File: src/rtl/add_sub_pkg.sv
// add_sub_pkg: shared types and helpers for the sequential add/subtract unit.
//   state_t            FSM state encoding (IDLE, RUN, DONE)
//   nch(n, w)          number of W-bit chunks in an N-bit operand
//   ADD_SUB_CHECK_CFG  elaboration-time guard on the N/W configuration
`define ADD_SUB_CHECK_CFG(n_, w_) \
  if ((w_) < 1 || (w_) > (n_) || (n_) < 2 || ((n_) % (w_)) != 0) begin : g_bad_cfg \
    $error("add_sub_seq: illegal configuration, need N>=2, 1<=W<=N, N%%W==0"); \
  end

package add_sub_pkg;

  typedef enum logic [1:0] {
    IDLE = 2'd0,
    RUN  = 2'd1,
    DONE = 2'd2
  } state_t;

  function automatic int nch(input int n, input int w);
    return n / w;
  endfunction

endpackage

File: src/rtl/add_sub_chunk.sv
// add_sub_chunk: combinational W-bit ripple adder slice.
//   a, b   W-bit operand slices
//   inv    invert b before adding (subtract)
//   cin    carry into bit 0
//   sum    W-bit slice sum
//   cout   carry out of bit W-1
//   c_msb  carry into bit W-1 (signed-overflow detection on the top chunk)
module add_sub_chunk #(
  parameter int W = 8
) (
  input  logic [W-1:0] a,
  input  logic [W-1:0] b,
  input  logic         inv,
  input  logic         cin,
  output logic [W-1:0] sum,
  output logic         cout,
  output logic         c_msb
);

  logic [W-1:0] b_eff_s;
  logic [W:0]   c_s;

  // Bit-serial ripple through the slice.
  always_comb begin
    b_eff_s = b ^ {W{inv}};
    c_s     = '0;
    sum     = '0;
    c_s[0]  = cin;
    for (int i = 0; i < W; i++) begin
      sum[i]   = a[i] ^ b_eff_s[i] ^ c_s[i];
      c_s[i+1] = (a[i] & b_eff_s[i]) | (c_s[i] & (a[i] ^ b_eff_s[i]));
    end
  end

  assign cout  = c_s[W];
  assign c_msb = c_s[W-1];

endmodule

File: src/rtl/add_sub_seq.sv
// add_sub_seq: multi-cycle signed add/subtract, S = A + (-1)^k * B, with an
// exact (N+1)-bit result, computed W bits per cycle through one narrow adder.
//   clk, rst_n            clock; asynchronous active-low reset
//   in_valid / in_ready   operand handshake (a, b, k sampled on accept)
//   a, b                  N-bit signed operands; k = 0 add, 1 subtract
//   out_valid / out_ready result handshake
//   s                     (N+1)-bit result
//   cout                  carry out of bit N-1 of A + (B ^ k) + k
//   ovf                   N-bit signed overflow
module add_sub_seq
  import add_sub_pkg::*;
#(
  parameter int N = 32,
  parameter int W = 8
) (
  input  logic         clk,
  input  logic         rst_n,
  input  logic         in_valid,
  output logic         in_ready,
  input  logic [N-1:0] a,
  input  logic [N-1:0] b,
  input  logic         k,
  output logic         out_valid,
  input  logic         out_ready,
  output logic [N:0]   s,
  output logic         cout,
  output logic         ovf
);

  `ADD_SUB_CHECK_CFG(N, W)

  localparam int NCH = nch(N, W);
  localparam int IW  = (NCH > 1) ? $clog2(NCH) : 1;
  localparam logic [IW-1:0] LAST_IDX = IW'(NCH - 1);

  state_t        state_r;
  state_t        next_state_s;
  logic [N-1:0]  a_r;
  logic [N-1:0]  b_r;
  logic          k_r;
  logic          carry_r;
  logic [IW-1:0] idx_r;
  logic [N:0]    s_r;
  logic          cout_r;
  logic          ovf_r;
  logic          in_ready_r;
  logic          out_valid_r;

  logic [W-1:0]  a_chunk_s;
  logic [W-1:0]  b_chunk_s;
  logic [W-1:0]  sum_s;
  logic          c_s;
  logic          c_msb_s;
  logic          last_s;
  logic          b_msb_eff_s;

  assign a_chunk_s   = a_r[int'(idx_r) * W +: W];
  assign b_chunk_s   = b_r[int'(idx_r) * W +: W];
  assign last_s      = (idx_r == LAST_IDX);
  assign b_msb_eff_s = b_r[N-1] ^ k_r;

  add_sub_chunk #(.W(W)) u_chunk (
    .a     (a_chunk_s),
    .b     (b_chunk_s),
    .inv   (k_r),
    .cin   (carry_r),
    .sum   (sum_s),
    .cout  (c_s),
    .c_msb (c_msb_s)
  );

  // Next-state decode.
  always_comb begin
    next_state_s = state_r;
    case (state_r)
      IDLE: begin
        if (in_valid) next_state_s = RUN;
        else          next_state_s = IDLE;
      end
      RUN: begin
        if (last_s) next_state_s = DONE;
        else        next_state_s = RUN;
      end
      DONE: begin
        if (out_ready) next_state_s = IDLE;
        else           next_state_s = DONE;
      end
      default: next_state_s = IDLE;
    endcase
  end

  // State register and registered handshake flags (decoded from next state).
  always_ff @(posedge clk or negedge rst_n) begin
    if (!rst_n) begin
      state_r     <= IDLE;
      in_ready_r  <= 1'b1;
      out_valid_r <= 1'b0;
    end else begin
      state_r     <= next_state_s;
      in_ready_r  <= (next_state_s == IDLE);
      out_valid_r <= (next_state_s == DONE);
    end
  end

  // Operand capture, per-chunk accumulation and final sign/flag computation.
  always_ff @(posedge clk or negedge rst_n) begin
    if (!rst_n) begin
      a_r     <= '0;
      b_r     <= '0;
      k_r     <= 1'b0;
      carry_r <= 1'b0;
      idx_r   <= '0;
      s_r     <= '0;
      cout_r  <= 1'b0;
      ovf_r   <= 1'b0;
    end else begin
      case (state_r)
        IDLE: begin
          if (in_valid) begin
            a_r     <= a;
            b_r     <= b;
            k_r     <= k;
            carry_r <= k;  // carry-in of 1 completes two's-complement negate
            idx_r   <= '0;
            s_r     <= '0;
            cout_r  <= 1'b0;
            ovf_r   <= 1'b0;
          end
        end
        RUN: begin
          s_r[int'(idx_r) * W +: W] <= sum_s;
          carry_r                   <= c_s;
          if (last_s) begin
            idx_r  <= '0;
            // Sign-extension bit of the exact result.
            s_r[N] <= a_r[N-1] ^ b_msb_eff_s ^ c_s;
            cout_r <= c_s;
            ovf_r  <= c_s ^ c_msb_s;
          end else begin
            idx_r <= idx_r + IW'(1);
          end
        end
        default: begin
        end
      endcase
    end
  end

  assign in_ready  = in_ready_r;
  assign out_valid = out_valid_r;
  assign s         = s_r;
  assign cout      = cout_r;
  assign ovf       = ovf_r;

endmodule

File: config.mk
export PLATFORM = sky130hd
export DESIGN_NAME = add_sub_seq
export DESIGN_NICKNAME = d
export VERILOG_FILES = /design/src/rtl/add_sub_pkg.sv /design/src/rtl/add_sub_chunk.sv /design/src/rtl/add_sub_seq.sv
export SDC_FILE = /design/constraint.sdc
export NUM_CORES = 1
export LEC_CHECK = 0
export ABC_AREA = 1
export CORE_AREA = 2 2 117 119
export CTS_BUF_LIST = sky130_fd_sc_hd__clkbuf_8 sky130_fd_sc_hd__clkbuf_16
export CTS_CLUSTER_DIAMETER = 40
export DETAILED_ROUTE_END_ITERATION = 7
export DIE_AREA = 0 0 119 121
export GPL_TIMING_DRIVEN = 0
export SLEW_MARGIN = 20
export SYNTH_ARGS = -nofsm -noshare
export SYNTH_HDL_FRONTEND = slang
export SYNTH_HIERARCHICAL = 1
export SYNTH_SLANG_ARGS = --single-unit
File: constraint.sdc
create_clock -name clk -period 6.6 [get_ports clk]
set_input_delay 0.66 -clock clk [delete_from_list [all_inputs] [get_ports clk]]
set_output_delay 0.66 -clock clk [all_outputs]
set_load 0.1 [all_outputs]
# --- Word-level counts from Yosys, hierarchy flattened ---
# Cells that the tools add are included.
# Widths: inputs -> output; s select.
totals:
  out_inout_bits: 37
  regBits: 107
op_classes:
  addsub: 2
  n_shift: 4
  n_eq_ne: 6
  muxes: 18
  n_reduce_logical: 6
  bitwise_logic: 45
ops:
  columns: ["cell", "n"]
  rows:
  - ["$pmux 33 s2", 1]
  - ["$shiftx 32x6->8", 2]
  - ["$bwmux 33", 1]
  - ["$mux 33", 1]
  - ["$neg 5->33", 1]
  - ["$shift 8x33->33 const A", 1]
  - ["$shiftx 8x33->33", 1]
  - ["$xor 1x1->1", 20]
  - ["$and 1x1->1", 16]
  - ["$mux 2", 4]
  - ["$or 1x1->1", 8]
  - ["$xor 8x8->8", 1]
  - ["$eq 2x2->1 const B", 3]
  - ["$mux 1", 6]
  - ["$pmux 1 s2", 3]
  - ["$pmux 2 s3", 1]
  - ["$logic_not 2->1", 2]
  - ["$ne 2x2->1 const B", 2]
  - ["$pmux 2 s2", 1]
  - ["$reduce_and 2->1", 2]
  - ["$reduce_and 3->1", 1]
  - ["$add 2x1->2 const B", 1]
  - ["$eq 2x1->1 const B", 1]
  - ["$reduce_bool 2->1", 1]

# --- Depth between registers and ports, before layout ---
logic_depth:
  depth_word: 22
  ltp_mapped: 28
  mapped_depth_nobuf: 26

# --- By module ---
# The synthesis kept the hierarchy.
by_module_without_submodules:
  columns: ["mod", "area_each_um2", "instances", "cells_per_inst"]
  rows:
  - ["add_sub_seq", 4809.6, 1, 568]
  - ["add_sub_chunk", 362.8, 1, 60]

# --- Worst setup path after synthesis ---
# No wires, ideal clock.
synth_path:
  path_type: "reg2reg"
  startpoint: "register idx_r[0]"
  endpoint: "register s_r[32] (netlist: s[32])"
  required_ps: 6479
  synth_period_minus_slack_ps: 4634
  t_arrival_ps: 4513
  stages_incl_launch_ff: 29
  setup_time_ps: 121
  slack_ps: 1966
  path_cell_list: "dfrtp_1 -> buf_4 -> inv_2 -> clkbuf_1 -> o21ai_0 -> o22ai_1 -> inv_1 -> nand2_1 -> nand2_1 -> fa_1 -> inv_1 -> fa_1 -> inv_1 -> fa_1 -> fa_1 -> fa_1 -> fa_1 -> inv_1 -> fa_1 -> inv_1 -> fa_1 -> inv_1 -> inv_1 -> nand2_1 -> nand2_1 -> nand2_1 -> nand3_1 -> nand2_1 -> nand2_1"
synth_via:
  elab_chain_cells: 22
  elab_cells_between_ends: 51
  classes_between: "1 x add/sub; 1 x eq/ne; 4 x shift; 3 x mux; 42 x bitwise"
synth_lines:
  columns: ["element", "line_no", "source"]
  rows:
  - ["from (decl)", "add_sub_seq.sv:42", "logic [IW-1:0] idx_r;"]
  - ["from (signal assigned)", "add_sub_seq.sv:140", "idx_r <= idx_r + IW'(1);"]
  - ["$shiftx 32x6->8 *", "add_sub_seq.sv:58", "assign b_chunk_s = b_r[int'(idx_r) * W +: W];"]
  - ["net b_chunk_s[0]", "add_sub_seq.sv:50", "logic [W-1:0] b_chunk_s;"]
  - ["$xor 8x8->8 *", "add_sub_chunk.sv:25", "b_eff_s = b ^ {W{inv}};"]
  - ["$xor 1x1->1", "add_sub_chunk.sv:31", "c_s[i+1] = (a[i] & b_eff_s[i]) | (c_s[i] & (a[i] ^ b_eff_s[i]));"]
  - ["$and 1x1->1", "add_sub_chunk.sv:31", null]
  - ["$or 1x1->1 *", "add_sub_chunk.sv:31", null]
  - ["$and 1x1->1 *", "add_sub_chunk.sv:31", null]
  - ["$or 1x1->1 *", "add_sub_chunk.sv:31", null]
  - ["[9 not listed]", null, null]
  - ["$or 1x1->1 *", "add_sub_chunk.sv:31", null]
  - ["net c_msb_s", "add_sub_seq.sv:53", "logic c_msb_s;"]
  - ["$and 1x1->1 *", "add_sub_chunk.sv:31", null]
  - ["$or 1x1->1 *", "add_sub_chunk.sv:31", null]
  - ["net c_s", "add_sub_seq.sv:52", "logic c_s;"]
  - ["$xor 1x1->1 *", "add_sub_seq.sv:136", "s_r[N] <= a_r[N-1] ^ b_msb_eff_s ^ c_s;"]
  - ["$mux 1 *", "add_sub_seq.sv:133", "if (last_s) begin"]
  - ["$pmux 33 s2 *", "add_sub_seq.sv:117", "case (state_r)"]
  - ["to (signal, indexed assignment)", "add_sub_seq.sv:131", "s_r[int'(idx_r) * W +: W] <= sum_s;"]
  - ["to (signal, indexed assignment)", "add_sub_seq.sv:136", null]
  - ["to (decl)", "add_sub_seq.sv:43", "logic [N:0] s_r;"]
# Mark *: on every way through the listed nets, which the timed path passes. The rest lies on a longest branch.
# A chain may end at the register's enable or synchronous reset.

# --- Final worst setup path ---
layout_path:
  startpoint: "register idx_r[0]"
  endpoint: "register ovf_r (netlist: ovf)"
layout_via:
  elab_chain_cells: 22
  elab_cells_between_ends: 41
  classes_between: "2 x eq/ne; 2 x shift; 2 x mux; 34 x bitwise; 1 x reduce/logical"
layout_lines:
  columns: ["element", "line_no", "source"]
  rows:
  - ["$shiftx 32x6->8 *", "add_sub_seq.sv:58", null]
  - ["net b_chunk_s[0]", "add_sub_seq.sv:50", null]
  - ["$xor 8x8->8 *", "add_sub_chunk.sv:25", null]
  - ["$xor 1x1->1", "add_sub_chunk.sv:31", null]
  - ["$and 1x1->1", "add_sub_chunk.sv:31", null]
  - ["$or 1x1->1 *", "add_sub_chunk.sv:31", null]
  - ["$and 1x1->1 *", "add_sub_chunk.sv:31", null]
  - ["$or 1x1->1 *", "add_sub_chunk.sv:31", null]
  - ["[9 not listed]", null, null]
  - ["$or 1x1->1 *", "add_sub_chunk.sv:31", null]
  - ["net c_msb_s", "add_sub_seq.sv:53", null]
  - ["$and 1x1->1 *", "add_sub_chunk.sv:31", null]
  - ["$or 1x1->1 *", "add_sub_chunk.sv:31", null]
  - ["net c_s", "add_sub_seq.sv:52", null]
  - ["$xor 1x1->1 *", "add_sub_seq.sv:138", "ovf_r <= c_s ^ c_msb_s;"]
  - ["$mux 1 *", "add_sub_seq.sv:133", null]
  - ["$pmux 1 s2 *", "add_sub_seq.sv:117", null]
  - ["to (signal assigned)", "add_sub_seq.sv:138", null]
  - ["to (decl)", "add_sub_seq.sv:45", "logic ovf_r;"]
# Mark *: on every way through the listed nets, which the timed path passes. The rest lies on a longest branch. The select of a mux whose other input is x is not followed.

==> impl_results.md <==
- Levels on crit path: 24
- Fill cells: 1266
- DIE AREA: 14400 sq um
- Layout Area Growth over Synthesis: 31.1%
- CTS Sinks: 107
- F_max: 186 MHz
- Seq cells post-synth: 107
- Reg2reg end: ovf
- Reg2reg start: idx_r[0]
- Mapped Nets: 710
- CP most frequent cell: fa_1
- RSZ-0062 raised after global routing: no
- Antenna violations before repair: 0
- Initial core utilization: 39.5%
- Crit path cell chain: buf_4, inv_2, clkbuf_1, o21ai_0, o22ai_1, inv_1, nand2_1, nand2_1, fa_1, inv_1, fa_1, inv_1, fa_1, fa_1, fa_1, fa_1, inv_1, fa_1, inv_1, fa_1, inv_1, xor2_1, nand2_1, o21ai_0
- Met3 Use GR: 2.77%
- Root Buffer: clkbuf_16
- Worst-Margin Slew: 972 ps
- # Max-Cap Violations: 0
- Synth Area in XOR/XNOR: 0.339%
- Core area: 13100 sq um
- Final Hold Fails: 0
- Setup Buffers After CTS: 0
- Max Slew Vio Count: 0
- Worst-skew pair later-pin latency: 340 ps
- Top Usage Layer GRT: met2
- Setup-failing EPs final: 0
- Pre-antenna DRT Iters: 5
- Worst Hold Class: in -> async
- Largest family of logic cells by synthesized area: simple AND/OR/NAND/NOR gates
- CP endpoint kind: register
- Met2 Use GR: 33.0%
- Post-synth cell types: 28
- Worst reg2reg setup slack: 1220 ps
- CTS tree: done
- WL/cell: 14.7 um
- Synth Area in Compound Gates: 9.89%
- Total Routed Length: 13600 um
- Hold buffer count at cts: 0
- Crit path required time: 6860 ps
- Synth Warn #: 6
- Largest net degree at the start of global routing: 55
- DP HPWL: 10700 um
- Vias in the first global route: 4521
- M1 GR Usage: 25.9%
- Worst Setup SP: idx_r[0]
- Layout cell share with drive strength beyond 1: 7.20%
- Synth area leaders: dfrtp_1, nand2_1, o21ai_0, o22ai_1, inv_1
- Die height: 121 um
- Via-to-Cell Ratio: 4.77
- Residual DRC count: 0
- Sum Neg Setup Slack: 0 ps
- Mapped cell area: 5170 sq um
- Minimum clock period after layout: 5380 ps
- # rows: 42
- Num CTS Buffers: 9
- Slowest Stage Delay on Critical Path: 410 ps
- Post-synthesis adder-cell area fraction: 4.31%
- Slowest cell on crit path: dfrtp_1
- Critical Path Source Type: register
- CTS Buffer Depth: 2
- Post-synthesis mux area share: 0%
- CTS H-tree depth: 3
- Worst Path Buf+Inv: 9
- First-pass GRT wire length: 22300 um
- Synth Area per Inst: 8.24 sq um
- Tcrit/Tclk final: 81.5%
- Simple-gate share of the synthesized area: 25.6%
- Total gr overflow: 0
- Clk slew on worst S/H paths: 60 ps
- Synth top area share: 51.3%
- Worst EP arrival: 5640 ps
- All-Layer GR Usage: 19.8%
- Post-cts resize count: 0
- I/O Buffers: 105
- Most frequent cells in the layout: nand2_1, dfrtp_1, clkdlybuf4s50_1
- Slew margin rel.: 35.0%
- Nets: 827
- Crit path max fanout: 10
- Clock skew: 8.41 ps
- Largest delay share family, worst path: adder cells
- DRT iter0 DRCs: 325
- Sequential fraction of the synthesis area: 51.8%
- Status: finished, final reports clean
- Die span in x: 119 um
- Syn Inst Count: 628
- Antenna viol nets, final: 0
- Most common cell after layout, fill and taps aside: nand2_1
- Largest area contributor in the netlist: dfrtp_1
- Cell count of the worst reg-to-reg path: 24
- Critical path type: reg -> reg
- Critical Path End: ovf
- Top Ports: 106
- RePlAce Congestion: 0.880
- Inserted Diodes: 0
- Vias: 4417
[cells by family (layout without fill, tap and decap cells)]
| logic type | after synthesis | count (layout) |
|---|---|---|
| AND/OR/NAND/NOR | 326 | 326 |
| flip-flops | 107 | 107 |
| AO/OA/AOI/OAI | 91 | 91 |
| buffers and inverters | 89 | 211 |
| adder cells (fa/ha/maj) | 13 | 13 |
| XOR/XNOR | 2 | 2 |
[Yosys cell counts]
library cell and instances:
nand2_1 258, dfrtp_1 106, inv_1 54, o21ai_0 52, nor2_1 39, o22ai_1 33
nand3_1 21, buf_2 10, buf_4 8, fa_1 8, clkbuf_1 6, ha_1 5
inv_2 5, buf_6 4, nand3_4 3, nand2_2 2, o21ai_2 2, o31ai_1 2
buf_1 1, buf_8 1, dfstp_2 1, nand2_4 1, nand4_1 1, nand4_4 1
o211ai_1 1, o21ai_1 1, xnor2_1 1, xor2_1 1
[final cells by class]
class | instances | area (sq um) | share of cell area, %
clock inverter | 5 | 53.8 | 0.794
multi-input combinational | 432 | 2080 | 30.6
timing repair buffer | 106 | 1080 | 15.9
inverter | 59 | 221 | 3.27
clock buffer | 11 | 253 | 3.73
buffer | 30 | 196 | 2.90
sequential | 107 | 2680 | 39.5
tap | 176 | 220 | 3.25
[metrics by stage]
stage / worst slack [ps] / instances / hold slack [ps] / utilization (%) / instance area [sq um]
detailed placement: 1250 / 910 / 462 / 49.5 / 6470
floorplan: 1970 / 628 / 364 / - / 5170
global placement: 972 / 909 / 456 / 49.2 / 6440
CTS: 1220 / 926 / 283 / 51.8 / 6780
global route: 867 / 926 / 304 / 51.8 / 6780
finish: 1220 / 926 / 270 / 51.8 / 6780
[state kept, by name, summed over array words and instances, names as in the netlist]
name       flops
a_r           32
b_r           32
carry_r        1
cout           1
idx_r          2
in_ready       1
k_r            1
out_valid      1
ovf            1
s             33
state_r        2
[worst min-delay path by stage]
stage | cells past startpoint | end | startpoint | slack, ps
2_1_floorplan | 0 | a_r[0] | rst_n | 360
6_report | 1 | out_valid | rst_n | 270
3_3_place_gp | 2 | cout | cout | 460
5_1_grt | 1 | out_valid | rst_n | 300
3_5_place_dp | 2 | b_r[8] | b_r[8] | 460
4_1_cts | 1 | out_valid | rst_n | 280
[routing by layer]
metal	vias up	share of wire, %
li1	2211	-
met1	2056	45
met3	25	4.0
met2	125	48
met4	0	3.4
met5	-	0
Power is left out: the tool's default activity adds up to more than one toggle a clock period on the data nets, which glitch-free logic cannot reach.
